[src/rtl/pipe_stage_fifo.sv]
// ============================================================================
// Module   : pipe_stage_fifo
// Purpose  : valid/ready pipeline stage holding up to DEPTH entries in a ring
// Revision : 1.0  initial release
// ============================================================================
`default_nettype none

module pipe_stage_fifo #(
  parameter int               WIDTH      = 96,
  parameter int               DEPTH      = 2,
  parameter logic [WIDTH-1:0] BUBBLE_VAL = '0
) (
  input  logic                       i_clk,
  input  logic                       i_rst,
  input  logic                       i_valid,
  output logic                       o_ready,
  input  logic [WIDTH-1:0]           i_data,
  output logic                       o_valid,
  input  logic                       i_ready,
  output logic [WIDTH-1:0]           o_data,
  input  logic                       i_flush,
  output logic [$clog2(DEPTH+1)-1:0] o_count
);

  localparam int CW = $clog2(DEPTH+1);
  localparam int PW = (DEPTH > 1) ? $clog2(DEPTH) : 1;

  localparam logic [CW-1:0] C_DEPTH = CW'(DEPTH);
  localparam logic [PW-1:0] C_LAST  = PW'(DEPTH-1);

  logic [WIDTH-1:0] r_mem [DEPTH];
  logic [PW-1:0]    r_wr_ptr;
  logic [PW-1:0]    r_rd_ptr;
  logic [CW-1:0]    r_count;

  logic w_push;
  logic w_pop;

  // Non-power-of-two depths need an explicit wrap rather than relying on overflow.
  function automatic logic [PW-1:0] f_inc(input logic [PW-1:0] p);
    return (p == C_LAST) ? '0 : p + 1'b1;
  endfunction

  assign o_ready = (r_count < C_DEPTH);
  assign o_valid = (r_count != '0);
  assign o_count = r_count;
  assign o_data  = o_valid ? r_mem[r_rd_ptr] : BUBBLE_VAL;

  assign w_push = i_valid & o_ready & ~i_flush;
  assign w_pop  = o_valid & i_ready & ~i_flush;

  always_ff @(posedge i_clk or posedge i_rst) begin
    if (i_rst) begin
      r_wr_ptr <= '0;
      r_rd_ptr <= '0;
      r_count  <= '0;
    end else if (i_flush) begin
      r_wr_ptr <= '0;
      r_rd_ptr <= '0;
      r_count  <= '0;
    end else begin
      if (w_push) r_wr_ptr <= f_inc(r_wr_ptr);
      if (w_pop)  r_rd_ptr <= f_inc(r_rd_ptr);
      case ({w_push, w_pop})
        2'b10:   r_count <= r_count + 1'b1;
        2'b01:   r_count <= r_count - 1'b1;
        default: r_count <= r_count;
      endcase
    end
  end

  // Payload storage is left unreset; o_data masks it with BUBBLE_VAL when empty.
  always_ff @(posedge i_clk) begin
    if (w_push) r_mem[r_wr_ptr] <= i_data;
  end

endmodule

`default_nettype wire

[config.mk]
export PLATFORM = sky130hd
export DESIGN_NAME = pipe_stage_fifo
export DESIGN_NICKNAME = d
export VERILOG_FILES = /design/src/rtl/pipe_stage_fifo.sv
export SDC_FILE = /design/constraint.sdc
export NUM_CORES = 1
export LEC_CHECK = 0
export ABC_CLOCK_PERIOD_IN_PS = 17300
export CAP_MARGIN = 20
export CORE_ASPECT_RATIO = 0.9
export CORE_MARGIN = 8
export CORE_UTILIZATION = 54
export CTS_BUF_LIST = sky130_fd_sc_hd__clkbuf_8
export CTS_CLUSTER_DIAMETER = 80
export CTS_CLUSTER_SIZE = 14
export DETAILED_ROUTE_END_ITERATION = 16
export PLACE_DENSITY = 0.94
export SLEW_MARGIN = 5
export SYNTH_ARGS = -nofsm -noshare
export SYNTH_HDL_FRONTEND = slang
export SYNTH_SLANG_ARGS = --single-unit
[constraint.sdc]
create_clock -name i_clk -period 17.3 [get_ports i_clk]
set_input_delay 3.46 -clock i_clk [delete_from_list [all_inputs] [get_ports i_clk]]
set_output_delay 3.46 -clock i_clk [all_outputs]
set_load 0.02 [all_outputs]
## After elaboration in Yosys (flattened, before gate mapping)

Memory sizes are Yosys's and may differ from the RTL's.
Cells that the tools add are included.
Widths: inputs -> output; s select.

| word-level totals | value |
|---|---|
| bits in registers | 4 |
| memory bits (writable) | 192 |
| bits of input ports | 101 |
| output and inout port bits | 100 |
| word-level logic and storage cells | 31 |
| memories kept | 1 |

| cells by class | value |
|---|---|
| add/subtract/negate cells | 4 |
| order comparisons | 1 |
| equal/unequal tests | 2 |
| mux-type cells | 11 |
| bitwise gates (word level) | 5 |
| reductions and logical operators | 4 |

Memory list:

| name | depth | bits a word | read ports | clocked after memory_dff | write ports | line | source |
|---|---|---|---|---|---|---|---|
| r_mem | 2 | 96 | 1 | 0 | 1 | 31 | `logic [WIDTH-1:0] r_mem [DEPTH];` |

Operator list:

| kind | number |
|---|---|
| $mux 96 | 1 |
| $mux 1 | 8 |
| $reduce_bool 2->1 | 3 |
| $and 1x1->1 | 4 |
| $pmux 2 s2 | 1 |
| $reduce_bool 3->1 | 1 |
| $add 1x1->1 const B | 2 |
| $add 2x1->2 const B | 1 |
| $eq 2x1->1 const B | 1 |
| $eq 2x2->1 const B | 1 |
| $lt 2x2->1 const B | 1 |
| $mux 2 | 1 |
| $sub 2x1->2 const B | 1 |
| $not 1->1 | 1 |

## Logic depth before layout (Yosys ltp)

| depth | value |
|---|---|
| depth after elaboration | 6 |
| mapped depth | 5 |
| gate-level depth less buffers | 3 |

## Worst setup path before layout

No wires, ideal clock.

| timing | value |
|---|---|
| kind | input to register |
| start | input i_valid |
| end | memory r_mem[1][0], enable pin |
| setup time | 690 ps |
| arrival | 10,546 ps |
| required time | 16,610 ps |
| setup slack | 6,064 ps |
| cell stages on the path | 2 |
| buffers on the path | 0 |
| cells stage by stage | nand2b_2 nor3b_1 |

| between the ends | value |
|---|---|
| cells in the longest elaborated chain, start to end | 4 |

Ends and longest elaborated chain:

| element | line | source |
|---|---|---|
| start, declared | 15 | `input logic i_valid,` |
| $and 1x1->1 (2 in a row) | 49 | `assign w_push = i_valid & o_ready & ~i_flush;` |
| $mux 1 | 74 | `if (w_push) r_mem[r_wr_ptr] <= i_data;` |
| $mux 1 (implied by the code) | 74 |  |
| end, declared | 31 |  |

No other way between the ends.

## Worst setup path after layout

| timing | value |
|---|---|
| start | register r_rd_ptr |
| end | output o_data[21] |

| between the ends | value |
|---|---|
| cells in the longest elaborated chain, start to end | 2 |

Ends and longest elaborated chain:

| element | line | source |
|---|---|---|
| start, declared | 33 | `logic [PW-1:0] r_rd_ptr;` |
| start signal, assigned | 63 | `if (w_pop) r_rd_ptr <= f_inc(r_rd_ptr);` |
| $mem_v2 2x96 | -- |  |
| $mux 96 | 47 | `assign o_data = o_valid ? r_mem[r_rd_ptr] : BUBBLE_VAL;` |
| end, declared | 20 | `output logic [WIDTH-1:0] o_data,` |

No other way between the ends.

==> impl_metrics.toml <==
[setup_path]
path_max_fanout = 62
r2r_cells = 4
cp.required_ps = 13840
crit_slowest_cell = "buf_4"
path_cells = "buf_4 > mux2i_1 > nor2_1 > clkdlybuf4s50_1"
arrival_ps = 3330
worstSetupStartpointType = "register"
critical_path_class = "register to output port"
path_depth = 4
end_kind = "output port"
critical_path_buf_inv_count = 2
cp_top_family = "buffers and inverters"
max_stage_delay_ps = 910

[synthesis]
syn_nets = 531
syn_area_per_cell_um2 = 17.4
ys_ff_latch = 196
yosysTopAreaCellShare = 0.771
synthTopCellsByArea = "edfxtp_1, mux2i_1, nor2_1"
synthAdderAreaFrac = 0
yosys.cell_types.count = 20
synth.area.mux_share = 0.130
yosysTopAreaCell = "edfxtp_1"
syn_area_um2 = 7480
yosysSeqAreaShare = 0.784
synth_top_family_by_area = "multiplexers"
synth_compound_area_frac = 0.00368
synthXorXnorAreaFrac = 0.00234
ys_warn_count = 0
synthCells = 430
yosys.area_share.simple = 0.0559

[power]
pwr-share-seq = 0.528
pwr-share-clk = 0.323
p_leak_uw = 0.00331
p_per_area_nw_per_um2 = 104
combPwrFrac = 0.149
irDropWorstVdd_mv = 0.111
internal_power_uw = 803
p_switching_uw = 243
p_sw_frac = 0.233

[grt]
grt_pass1_vias = 4723
grt_overflow = 0
grt_pass1_wl_mm = 25.6
track_usage = 0.189
antenna_found_initial = 0
grt_max_degree = 69

[finish]
fill_cells = 752
syn_to_final_growth_pct = 34.5
fin_cells = 815
design_area_um2 = 10100
final_common_cell = "clkdlybuf4s50_1"
nNetsFinal = 735
final_cell_mix = "clkdlybuf4s50_1, edfxtp_1, nor2_1"
final_util = 0.747
diodes = 0
drive_gt1_frac = 0.0649

[detailed_routing]
wirelength_mm = 17.0
vias_per_cell = 5.30
drtIter0Drc = 307
drcViolationCount = 0
ant_nets = 0
num_vias = 4318
dr.pass1.iters = 4
wl_per_cell_um = 20.9

[timing]
setup_viol_count_final = 0
min_period_ps = 6790
max_freq_mhz = 147
setup_tns_ps = 0
hold_viol = 0
skew_ps = 9.69
drv_slew = 0
slew_headroom = 0.294
rsz0062_at_grt = "false"
period_share = 0.392
tightest_slew_ps = 1060

[placed_design]
place.port_buffers = 200
placed_cell_area_um2 = 9590
hpwl_mm = 11.7
finalWeightedCongestion = 0.743
dp_cells = 783

[clocking]
cts_resized = 0
worst_skew_pair.late_latency_ps = 450
root_buffer = "clkbuf_8"
clkSlewWorstSetupHoldPaths_ps = 80
postCtsSetupBuffers = 0
h-tree-depth = 4
clock_path_buffers = 2
clock_sinks = 196
cts_tree = "built"
cts_buffers = 17
cts_hold_buffers = 0

[run]
cap_violations = 0

[floorplan]
io_pins = 201
chipWidth_um = 140
rows = 40
dieArea_um2 = 17900
die_y_um = 128
initial_utilization = 0.555
core_area_um2 = 13500

[outcome]
status = "completed"

[min_path]
min_path_type = "register to register"
hold_depth = 2
cell families after synthesis:
kind of cell,Yosys count
AO/OA/AOI/OAI,5
XOR/XNOR,2
buffers and inverters,24
flip-flops,196
multiplexers,97
AND/OR/NAND/NOR,106
power groups by stage:
| stage | Clock [µW] | Combinational [µW] | Sequential, µW |
|---|---|---|---|
| global placement | 0 | 153 | 562 |
| global route | 360 | 165 | 555 |
| CTS | 344 | 158 | 553 |
| finish | 338 | 156 | 553 |
| floorplan | 0 | 83.1 | 563 |
| detailed placement | 0 | 157 | 564 |
tightest hold or removal path, delay by kind of cell, from the launching register on:
kind             cells  cell delay [ps]
XOR/XNOR             1               90
flip-flops           1              400
AND/OR/NAND/NOR      1               80
worst paths after layout:
path                                             start                endpoint  slack [ps]
max in group asynchronous                        i_rst    r_rd_ptr$_DFFE_PP0P_       13870
worst min register to register    r_wr_ptr$_DFFE_PP0P_    r_wr_ptr$_DFFE_PP0P_         610
worst max register to register  o_count[1]$_DFFE_PP0P_  r_mem[1][35]$_DFFE_PP_       14710
worst max-delay path              r_rd_ptr$_DFFE_PP0P_              o_data[21]       10510
min in group asynchronous                        i_rst  o_count[0]$_DFFE_PP0P_        3240
worst min-delay path              r_wr_ptr$_DFFE_PP0P_    r_wr_ptr$_DFFE_PP0P_         610
metrics by stage:
step                hold slack, ps  total power, µW  setup WS, ps
finish                         612             1050         10510
global route                   661             1080         10340
CTS                            627             1060         10430
detailed placement             588              721         10950
global placement               553              715         11030
floorplan                      519              646          6060
area by class of cell:
| type | instances | area, µm² | area share |
|---|---|---|---|
| flip-flops and latches | 196 | 5870 | 0.584 |
| repair buffers | 206 | 2050 | 0.204 |
| multi-input cells | 210 | 1450 | 0.144 |
| clock inverters | 15 | 235 | 0.0234 |
| clock buffers | 17 | 234 | 0.0233 |
| well taps | 168 | 210 | 0.0209 |
| inverters | 3 | 11.3 | 0.00112 |
flip-flops by register name (all words and copies together) (netlist names):
signal,cells
r_mem,192
r_rd_ptr,1
r_wr_ptr,1
o_count,2
routing by layer:
layer / vias to the layer above / part of all wire / GRT usage
li1: 1999 / - / -
met1: 2087 / 0.39 / 0.212
met4: 0 / 0.013 / 0.0555
met2: 210 / 0.49 / 0.314
met5: - / 0 / 0
met3: 22 / 0.11 / 0.0923
Yosys cell counts, drive strengths merged:
library cell,number
edfxtp,192
nor2b,2
a21o,1
xor2,2
nand2,1
nand2b,2
a21oi,2
dfrtp,4
nor3b,1
nor3,1
o21ai,2
mux2i,97
inv,3
nor2,99
buf,21
Note: power is estimated with default switching activity, not from simulation.
